## src/rtl/mm_interrupt_pkg.sv

```systemverilog
// mm_interrupt_pkg: register map offsets, FSM states and limits for the interrupt controller
package mm_interrupt_pkg;
  localparam int MAX_CHANNELS = 16;
  localparam int OFF_VEC      = 'h00;
  localparam int OFF_ENABLE   = 'h40;
  localparam int OFF_PENDING  = 'h44;
  localparam int OFF_CLEAR    = 'h48;
  localparam int OFF_EOI      = 'h4C;
  typedef enum logic [1:0] {IDLE, REQ, SERVICE} state_e;
endpackage

```

## src/rtl/mm_int_prio_enc.sv

```systemverilog
// mm_int_prio_enc: combinational lowest-index-wins priority encoder
module mm_int_prio_enc #(
  parameter int N = 8
) (
  input  logic [N-1:0] req_i,
  output logic         found_o,
  output logic [3:0]   idx_o
);
  // scan from the top so the lowest set index is the last one written
  always_comb begin
    found_o = 1'b0;
    idx_o   = '0;
    for (int i = N - 1; i >= 0; i--) begin
      if (req_i[i]) begin
        found_o = 1'b1;
        idx_o   = 4'(i);
      end
    end
  end
endmodule

```

## src/rtl/mm_interrupt_ctrl.sv

```systemverilog
// mm_interrupt_ctrl: memory-mapped fixed-priority interrupt controller with valid/ready dispatch and EOI
module mm_interrupt_ctrl
  import mm_interrupt_pkg::*;
#(
  parameter int                    DATA_WIDTH   = 32,
  parameter int                    NUM_CHANNELS = 8,
  parameter logic [DATA_WIDTH-1:0] BASE_ADDR    = 32'h90000040
) (
  input  logic                    clk_i,
  input  logic                    rst_ni,
  input  logic                    we_i,
  input  logic                    re_i,
  input  logic [DATA_WIDTH-1:0]   addr_i,
  input  logic [DATA_WIDTH-1:0]   data_i,
  output logic [DATA_WIDTH-1:0]   rdata_o,
  input  logic [NUM_CHANNELS-1:0] irq_i,
  output logic                    int_valid_o,
  input  logic                    int_ready_i,
  output logic [DATA_WIDTH-1:0]   int_pc_o,
  output logic [3:0]              int_id_o,
  output logic                    in_service_o
);
  logic [DATA_WIDTH-1:0]   vec_q [MAX_CHANNELS];
  logic [NUM_CHANNELS-1:0] en_q, pend_q, prev_q, pend_d, set_m, clr_m;
  logic [DATA_WIDTH-1:0]   off, rdata_q, rdata_d, pc_q;
  logic [3:0]              vec_idx, win_idx, id_q;
  logic                    hit_vec, wr_en, wr_pend, wr_clr, wr_eoi, found, accept, valid_q, serv_q;
  state_e                  state_q;

  assign off     = addr_i - BASE_ADDR;
  assign hit_vec = (off - DATA_WIDTH'(OFF_VEC)) < DATA_WIDTH'(4 * NUM_CHANNELS) && off[1:0] == 2'b00;
  assign vec_idx = off[5:2];
  assign wr_en   = we_i && off == DATA_WIDTH'(OFF_ENABLE);
  assign wr_pend = we_i && off == DATA_WIDTH'(OFF_PENDING);
  assign wr_clr  = we_i && off == DATA_WIDTH'(OFF_CLEAR);
  assign wr_eoi  = we_i && off == DATA_WIDTH'(OFF_EOI);
  assign accept  = valid_q && int_ready_i;

  // sets (new edges, software trigger) override clears (CLEAR write, acceptance) on the same bit
  assign set_m  = (irq_i & ~prev_q) | (wr_pend ? data_i[NUM_CHANNELS-1:0] : '0);
  assign clr_m  = (wr_clr ? data_i[NUM_CHANNELS-1:0] : '0) | (accept ? NUM_CHANNELS'(1) << id_q : '0);
  assign pend_d = (pend_q & ~clr_m) | set_m;

  assign rdata_d = hit_vec                             ? vec_q[vec_idx] :
                   off == DATA_WIDTH'(OFF_ENABLE)      ? DATA_WIDTH'(en_q) :
                   off == DATA_WIDTH'(OFF_PENDING)     ? DATA_WIDTH'(pend_q) :
                   off == DATA_WIDTH'(OFF_EOI)         ? {serv_q, valid_q, {(DATA_WIDTH-6){1'b0}}, id_q} :
                   '0;

  mm_int_prio_enc #(.N(NUM_CHANNELS)) u_enc (
    .req_i  (pend_q & en_q),
    .found_o(found),
    .idx_o  (win_idx)
  );

  // bus-visible registers, edge history and registered read data
  always_ff @(posedge clk_i or negedge rst_ni) begin
    if (!rst_ni) begin
      for (int i = 0; i < MAX_CHANNELS; i++) vec_q[i] <= '0;
      en_q    <= '0;
      pend_q  <= '0;
      prev_q  <= '0;
      rdata_q <= '0;
    end else begin
      if (we_i && hit_vec) vec_q[vec_idx] <= data_i;
      if (wr_en) en_q <= data_i[NUM_CHANNELS-1:0];
      if (re_i) rdata_q <= rdata_d;
      pend_q <= pend_d;
      prev_q <= irq_i;
    end
  end

  // dispatch FSM: the offer is latched on entry to REQ and never retracted until accepted
  always_ff @(posedge clk_i or negedge rst_ni) begin
    if (!rst_ni) begin
      state_q <= IDLE;
      valid_q <= 1'b0;
      serv_q  <= 1'b0;
      id_q    <= '0;
      pc_q    <= '0;
    end else begin
      case (state_q)
        IDLE: if (found) begin
          state_q <= REQ;
          valid_q <= 1'b1;
          id_q    <= win_idx;
          pc_q    <= vec_q[win_idx];
        end
        REQ: if (int_ready_i) begin
          state_q <= SERVICE;
          valid_q <= 1'b0;
          serv_q  <= 1'b1;
        end
        SERVICE: if (wr_eoi) begin
          state_q <= IDLE;
          serv_q  <= 1'b0;
        end
        default: state_q <= IDLE;
      endcase
    end
  end

  assign rdata_o      = rdata_q;
  assign int_valid_o  = valid_q;
  assign int_pc_o     = pc_q;
  assign int_id_o     = id_q;
  assign in_service_o = serv_q;
endmodule

```

## config.mk

```make
export PLATFORM = sky130hd
export DESIGN_NAME = mm_interrupt_ctrl
export DESIGN_NICKNAME = d
export VERILOG_FILES = /design/src/rtl/mm_interrupt_pkg.sv /design/src/rtl/mm_int_prio_enc.sv /design/src/rtl/mm_interrupt_ctrl.sv
export SDC_FILE = /design/constraint.sdc
export NUM_CORES = 1
export LEC_CHECK = 0
export CELL_PAD_IN_SITES_DETAIL_PLACEMENT = 2
export CELL_PAD_IN_SITES_GLOBAL_PLACEMENT = 2
export CORE_MARGIN = 2
export CORE_UTILIZATION = 36
export DETAILED_ROUTE_END_ITERATION = 8
export PLACE_DENSITY_LB_ADDON = 0.25
export SLEW_MARGIN = 20
export SYNTH_ARGS = -nofsm -noshare
export SYNTH_HDL_FRONTEND = slang
export SYNTH_SLANG_ARGS = --single-unit
```

## constraint.sdc

```tcl
create_clock -name clk_i -period 2.3 [get_ports clk_i]
set_input_delay 0.575 -clock clk_i [delete_from_list [all_inputs] [get_ports clk_i]]
set_output_delay 0.575 -clock clk_i [all_outputs]
set_load 0.05 [all_outputs]
```

# Yosys cells after proc, flatten, opt, wreduce, memory -nomap -nowiden
# Index checks and enable logic that the tools add are counted.
# word_totals
regBits,608
inputBits,77
out_inout_bits,70
wordCells,108
# op_classes
add_sub_neg,1
order_cmp,4
n_eq_ne,9
shifts,1
muxes,42
n_bitwise,10
n_reduce_logical,16
# op_table
op,count
$bwmux W512,1
$mux W32,9
$bmux W32 S4,2
$demux W32 S4,1
$eq A32 B7 Y1 const B,4
$lt A32 B6 Y1 const B,1
$sub A32 B32 Y32 const B,1
$and A8 B8 Y8,3
$mux W3,8
$mux W8,3
$or A8 B8 Y8,3
$not A8 Y8,2
$mux W1,12
$ge A5 B5 Y1 const B,2
$not A4 Y5,2
$reduce_and A3 Y1,3
$logic_and A1 B1 Y1,8
$shl A1 B4 Y8 const A,1
$mux W2,3
$ne A2 B2 Y1 const B,3
$pmux W2 S3,1
$lt A5 B1 Y1 const B,1
$logic_not A2 Y1,2
$pmux W1 S2,2
4 further kinds,5

# Depth between registers and ports, before layout
# logic_depth
depth_word,13
ltp_mapped,9
depth_no_buf,6

# Modules after synthesis
# A second synthesis with hierarchy kept.
# hier_totals
hier_cells,1842
hier_area_um2,27057.2
# by_module_without_submodules
module,n_inst,cells_each,area_each_um2
mm_interrupt_ctrl,1,1827,26965.9
mm_int_prio_enc,1,15,91.3

# Worst setup path after synthesis
# OpenSTA, ideal clock, no wires.
# synth_timing
path_kind,input port to flip-flop
start,input addr_i[26]
end,register vec_q[420] (netlist name)
setup_time_ps,128
arrival_ps,2418
t_required_ps,2172
setup_slack_ps,-245
path_stages,8
path_buffers,2
path_cell_list,nor4_1 > nand3_1 > nor3b_1 > mux2_1 > and3_1 > clkbuf_2 > buf_4 > mux2_1
# synth_between
elab_chain_len,4
# synth_rtl
item,line,text
from (decl),mm_interrupt_ctrl.sv:13,"input logic [DATA_WIDTH-1:0] addr_i,"
$sub A32 B32 Y32,mm_interrupt_ctrl.sv:30,assign off = addr_i - BASE_ADDR;
$lt A32 B6 Y1,mm_interrupt_ctrl.sv:31,assign hit_vec = (off - DATA_WIDTH'(OFF_VEC)) < DATA_WIDTH'(4 * NUM_CHANNELS) && off[1:0] == 2'b00;
$logic_and A1 B1 Y1,mm_interrupt_ctrl.sv:31,
$logic_and A1 B1 Y1,mm_interrupt_ctrl.sv:65,if (we_i && hit_vec) vec_q[vec_idx] <= data_i;
"to (signal, indexed assignment)",mm_interrupt_ctrl.sv:65,
to (decl),mm_interrupt_ctrl.sv:23,logic [DATA_WIDTH-1:0] vec_q [MAX_CHANNELS];
# Every way passes these cells.
# A chain may end at the register's enable or synchronous reset.

# Worst setup path after layout
# layout_timing
start,input addr_i[10]
end,register vec_q[330] (netlist name)
# The elaborated chain is that of the path after synthesis.

==> metrics list <==
- At the pin with the least slew margin, the transition time is 609.3 ps.
* Power per unit of standard cell area: 619.2 nW/um^2
* Fraction of power spent switching nets: 0.2388
- After synthesis, the largest family of logic cells by area is multiplexers.
* DR WL/cell: 28.68 microns
- Complex-gate fraction of the synthesized area: 0.08162
- For this run, the detailed router's first-pass iteration total came to 5.
- The Yosys step of the flow raised 0 warnings.
* Final critical-path required period: 2312 ps
- For this run, the number of standard cells in the final layout without fillers is 2361.
- The first global-routing pass estimated 100300 microns of wire.
* Post-synthesis to final-layout area growth: 27.90%
- In this run the static leakage power is 11.03 nW.
- By area the synthesized netlist is led by dfrtp_1 (51%), mux2_2 (18%), mux4_2 (8.5%).
* Cell class contributing the biggest share of worst-path delay: simple AND/OR/NAND/NOR gates
- Area share of xor/xnor cells in the synthesized design: 0
- Design internal power: 11.13 mW
* Via-to-Cell Ratio: 5.773
- The share of total power dissipated in the clock network is 0.495.
- Synthesis handed over a netlist of 1436 instances.
* Portion of the post-synthesis area used by sequential elements: 0.5084
* Root Driver: clkbuf_16
- 147 I/O pins were placed.
- Of the total synthesized cell area, the portion taken by full adders, half adders and majority gates is 0.
- Via count of the first global-routing pass: 15430
* Final-layout setup total negative slack: -52.43 ps
* Share of synthesized cell area in and, or, nand and nor gates: 0.06535
- The count of final max-slew check failures is 0.
- Portion of total power attributed to combinational logic: 0.052
- Counting both buffers and inverters, the worst setup path holds a total of 3.
* Proportion of power drawn by flip-flops and latches: 0.453
- Per-instance average area after synthesis: 12.85 sq um
- Biggest area consumer among synthesized cells: dfrtp_1
- Primary FF master, synth: dfrtp_1
* Arrival @ worst endpoint: 2770 ps
- The cell area that synthesis handed to floorplanning was 18460 sq um.
- Drc violations: 0
- Dividing the final minimum period by the clock period gives 1.005.
- The initial antenna violation count came to 1.
- Global-route usage over all layers: 0.2470
- Hold is met by 373.4 ps.
- Latest clock arrival within the worst-skew pair: 590 ps
- Final Hold Viols: 0
- The H-tree was split into 2 levels.
* Placer Congestion: 0.7958
* Die extent in y: 230.4 microns
* R2r setup slk: 90 ps
- Initial core utilization: 0.3664
- R2R Path Start: pend_q[5]
* Syn Nets: 1513
* Achievable frequency: 0.4326 GHz
- Core region area: 50380 sq um
- In this run, synthesis produced a sequential element count of 375.
- End of the worst register-to-register path: int_pc_o[3]
* Peak supply drop: 0.0004623 V
- Post-synth EDFFs: 0
* Ratio of cells with drive above 1 in the final layout: 0.4020
- Total inserted antenna cells: 0
* Smallest setup slack after layout: -11.65 ps
- Kind of path behind the tightest hold check: flip-flop to flip-flop
- TritonCTS built the clock tree.
- In this run, placement finished with an instance count of 2251.
- TritonCTS sink count: 375
- Required time of the critical path: 2760 ps
- Clock edge transition at the registers on the reported setup and hold paths: 60 ps
* End of the worst hold path: vec_q[97]
* Crit path largest cell delay: 380 ps
- Most common cell in the netlist: dfrtp_1
- Fraction of registers with async set/reset: 1.000
* Setup Crit Path Kind: primary input to flip-flop
- The routed layout has 13630 vias.
- Sorting the synthesized cells by how often they occur yields dfrtp_1 (375), mux2_2 (290), nand2_1 (84).
- No sink is reached through more buffers than the 3 on the longest clock path.
- DRC violation total after the first TritonRoute iteration: 854
- DRT antenna net count: 0
- Number of buffers inserted during clock tree synthesis: 46
* Net total in the final layout: 1731
- Cells along the critical path: dlygate4sd2_1, nor4_2, nand2_1, nor3b_4, mux2_4, nand4_1, buf_4, buf_12, mux2_2
- On the final layout, the worst clock skew is 13.78 ps.
* Gr ovfl total: 0
- Headroom to the max-slew limit came out at 0.5925.
* Critical path capture point type: flip-flop
- Reg2reg path depth: 7
- The share of synthesized area in the top cell type comes to 0.5084.
- From left edge to right edge, the die measures 230.4 microns.
- Final setup violation count: 14
- Max capacitance violation total: 0
- Count of buffers from port buffering: 145
* Failing checks: setup timing
- CP max stage cell: mux2_4
- Mux share of post-synthesis cell area: 0.3048
- Hold depth: 0
- Library cells used by synthesis: 42
* Pin count of the biggest net entering global routing: 66
- Outcome: complete, but fails checks
* Die Area: 53100 sq um
- FP Rows: 82
- Summed over all nets, the switching power comes to 3.490 mW.
* Startpoint type of the worst setup path: primary input
* Hold Path Origin: vec_q[97]
* Worst-path fanout max: 16
- Detailed-placement wirelength estimate: 42100 microns
- Summed over all layers, the routed wires come to 67730 microns.
-- routing by layer --
metal / global-route usage / wire length [microns] / vias to the layer above
met3: 0.03360 / 2540 / 85
met1: 0.3261 / 29170 / 7425
met2: 0.4307 / 34790 / 315
met5: 0 / 0 / -
li1: - / - / 5806
met4: 0.05726 / 1224 / 0
-- cell type report --
| type | count | area [sq um] |
|---|---|---|
| inverters | 34 | 127.6 |
| flip-flops and latches | 375 | 9384 |
| clock buffers | 64 | 1319 |
| well taps | 672 | 840.8 |
| repair buffers | 306 | 3137 |
| multi-input cells | 891 | 8625 |
| clock inverters | 19 | 172.7 |
| fillers | 4835 | 26770 |
-- cell families (layout without fill, tap and decap cells) --
| family | Yosys count | count (layout) |
|---|---|---|
| and+or+nand+nor | 256 | 256 |
| muxes | 437 | 438 |
| other | 1 | 1 |
| AOI/OAI and AO/OA | 196 | 196 |
| DFF | 375 | 375 |
| buffers and inverters | 171 | 423 |
-- cells in the final DEF (no fill, tap or decap), types with 6 or more instances in the layout --
master	n
mux2_4	15
clkbuf_1	8
nor3_1	42
mux2_1	6
clkinv_2	11
o22ai_1	30
nand2_1	84
nand4_1	7
mux4_2	70
clkdlybuf4s50_1	49
a32o_1	33
inv_1	34
clkbuf_8	10
dfrtp_1	375
a22oi_1	6
and3_1	14
buf_6	9
a31oi_1	15
a221oi_1	32
mux2_2	280
buf_4	114
nor2_1	52
mux2i_1	67
o21ai_0	25
nand3_1	10
buf_12	29
clkbuf_16	55
nor2b_1	10
dlygate4sd2_1	79
a31o_2	32
-- state kept, by name, indices dropped and copies added, names as in the netlist --
name,cells
pend_q,8
state_q,2
vec_q,280
int_pc_o,32
rdata_o,32
prev_q,8
int_id_o,3
en_q,8
int_valid_o,1
in_service_o,1
-- timing repair --
action,CTS,global route
gates cloned,2,11
resized for setup,128,43
buffers inserted,5,10
endpoints found under the hold margin,41,0
pin swaps,14,10
endpoints found under the setup margin,364,306
hold buffers,1,0
-- stage by stage --
| stage | total power [mW] | util | cell area, sq um | setup WS (ps) |
|---|---|---|---|---|
| 5_1_grt | 15.09 | 0.4686 | 23610 | -91.47 |
| 6_report | 14.62 | 0.4686 | 23610 | -11.65 |
| 4_1_cts | 14.77 | 0.4594 | 23140 | -33.01 |
| 3_5_place_dp | 7.504 | 0.4276 | 21540 | -818.8 |
| 3_3_place_gp | 7.488 | 0.4276 | 21540 | -791.6 |
| 2_1_floorplan | 6.976 | - | 18570 | -47.51 |
-- power groups by stage --
stage | combinational [mW] | sequential, mW | clock [mW]
after floorplan | 0.231 | 6.74 | 0
after global placement | 0.752 | 6.74 | 0
after detailed placement | 0.768 | 6.74 | 0
after CTS | 0.772 | 6.62 | 7.38
after global routing | 0.830 | 6.62 | 7.64
final | 0.767 | 6.62 | 7.23
-- how the worst max path moves through the flow --
stage / from / endpoint / depth (start not counted)
final: addr_i[10] / vec_q[330] / 9
after global routing: addr_i[16] / vec_q[271] / 8
after CTS: addr_i[20] / vec_q[401] / 9
after detailed placement: addr_i[15] / vec_q[370] / 8
after global placement: addr_i[15] / pend_q[3] / 9
after floorplan: addr_i[26] / vec_q[257] / 7
No activity file was read; power rests on OpenSTA's default activity.
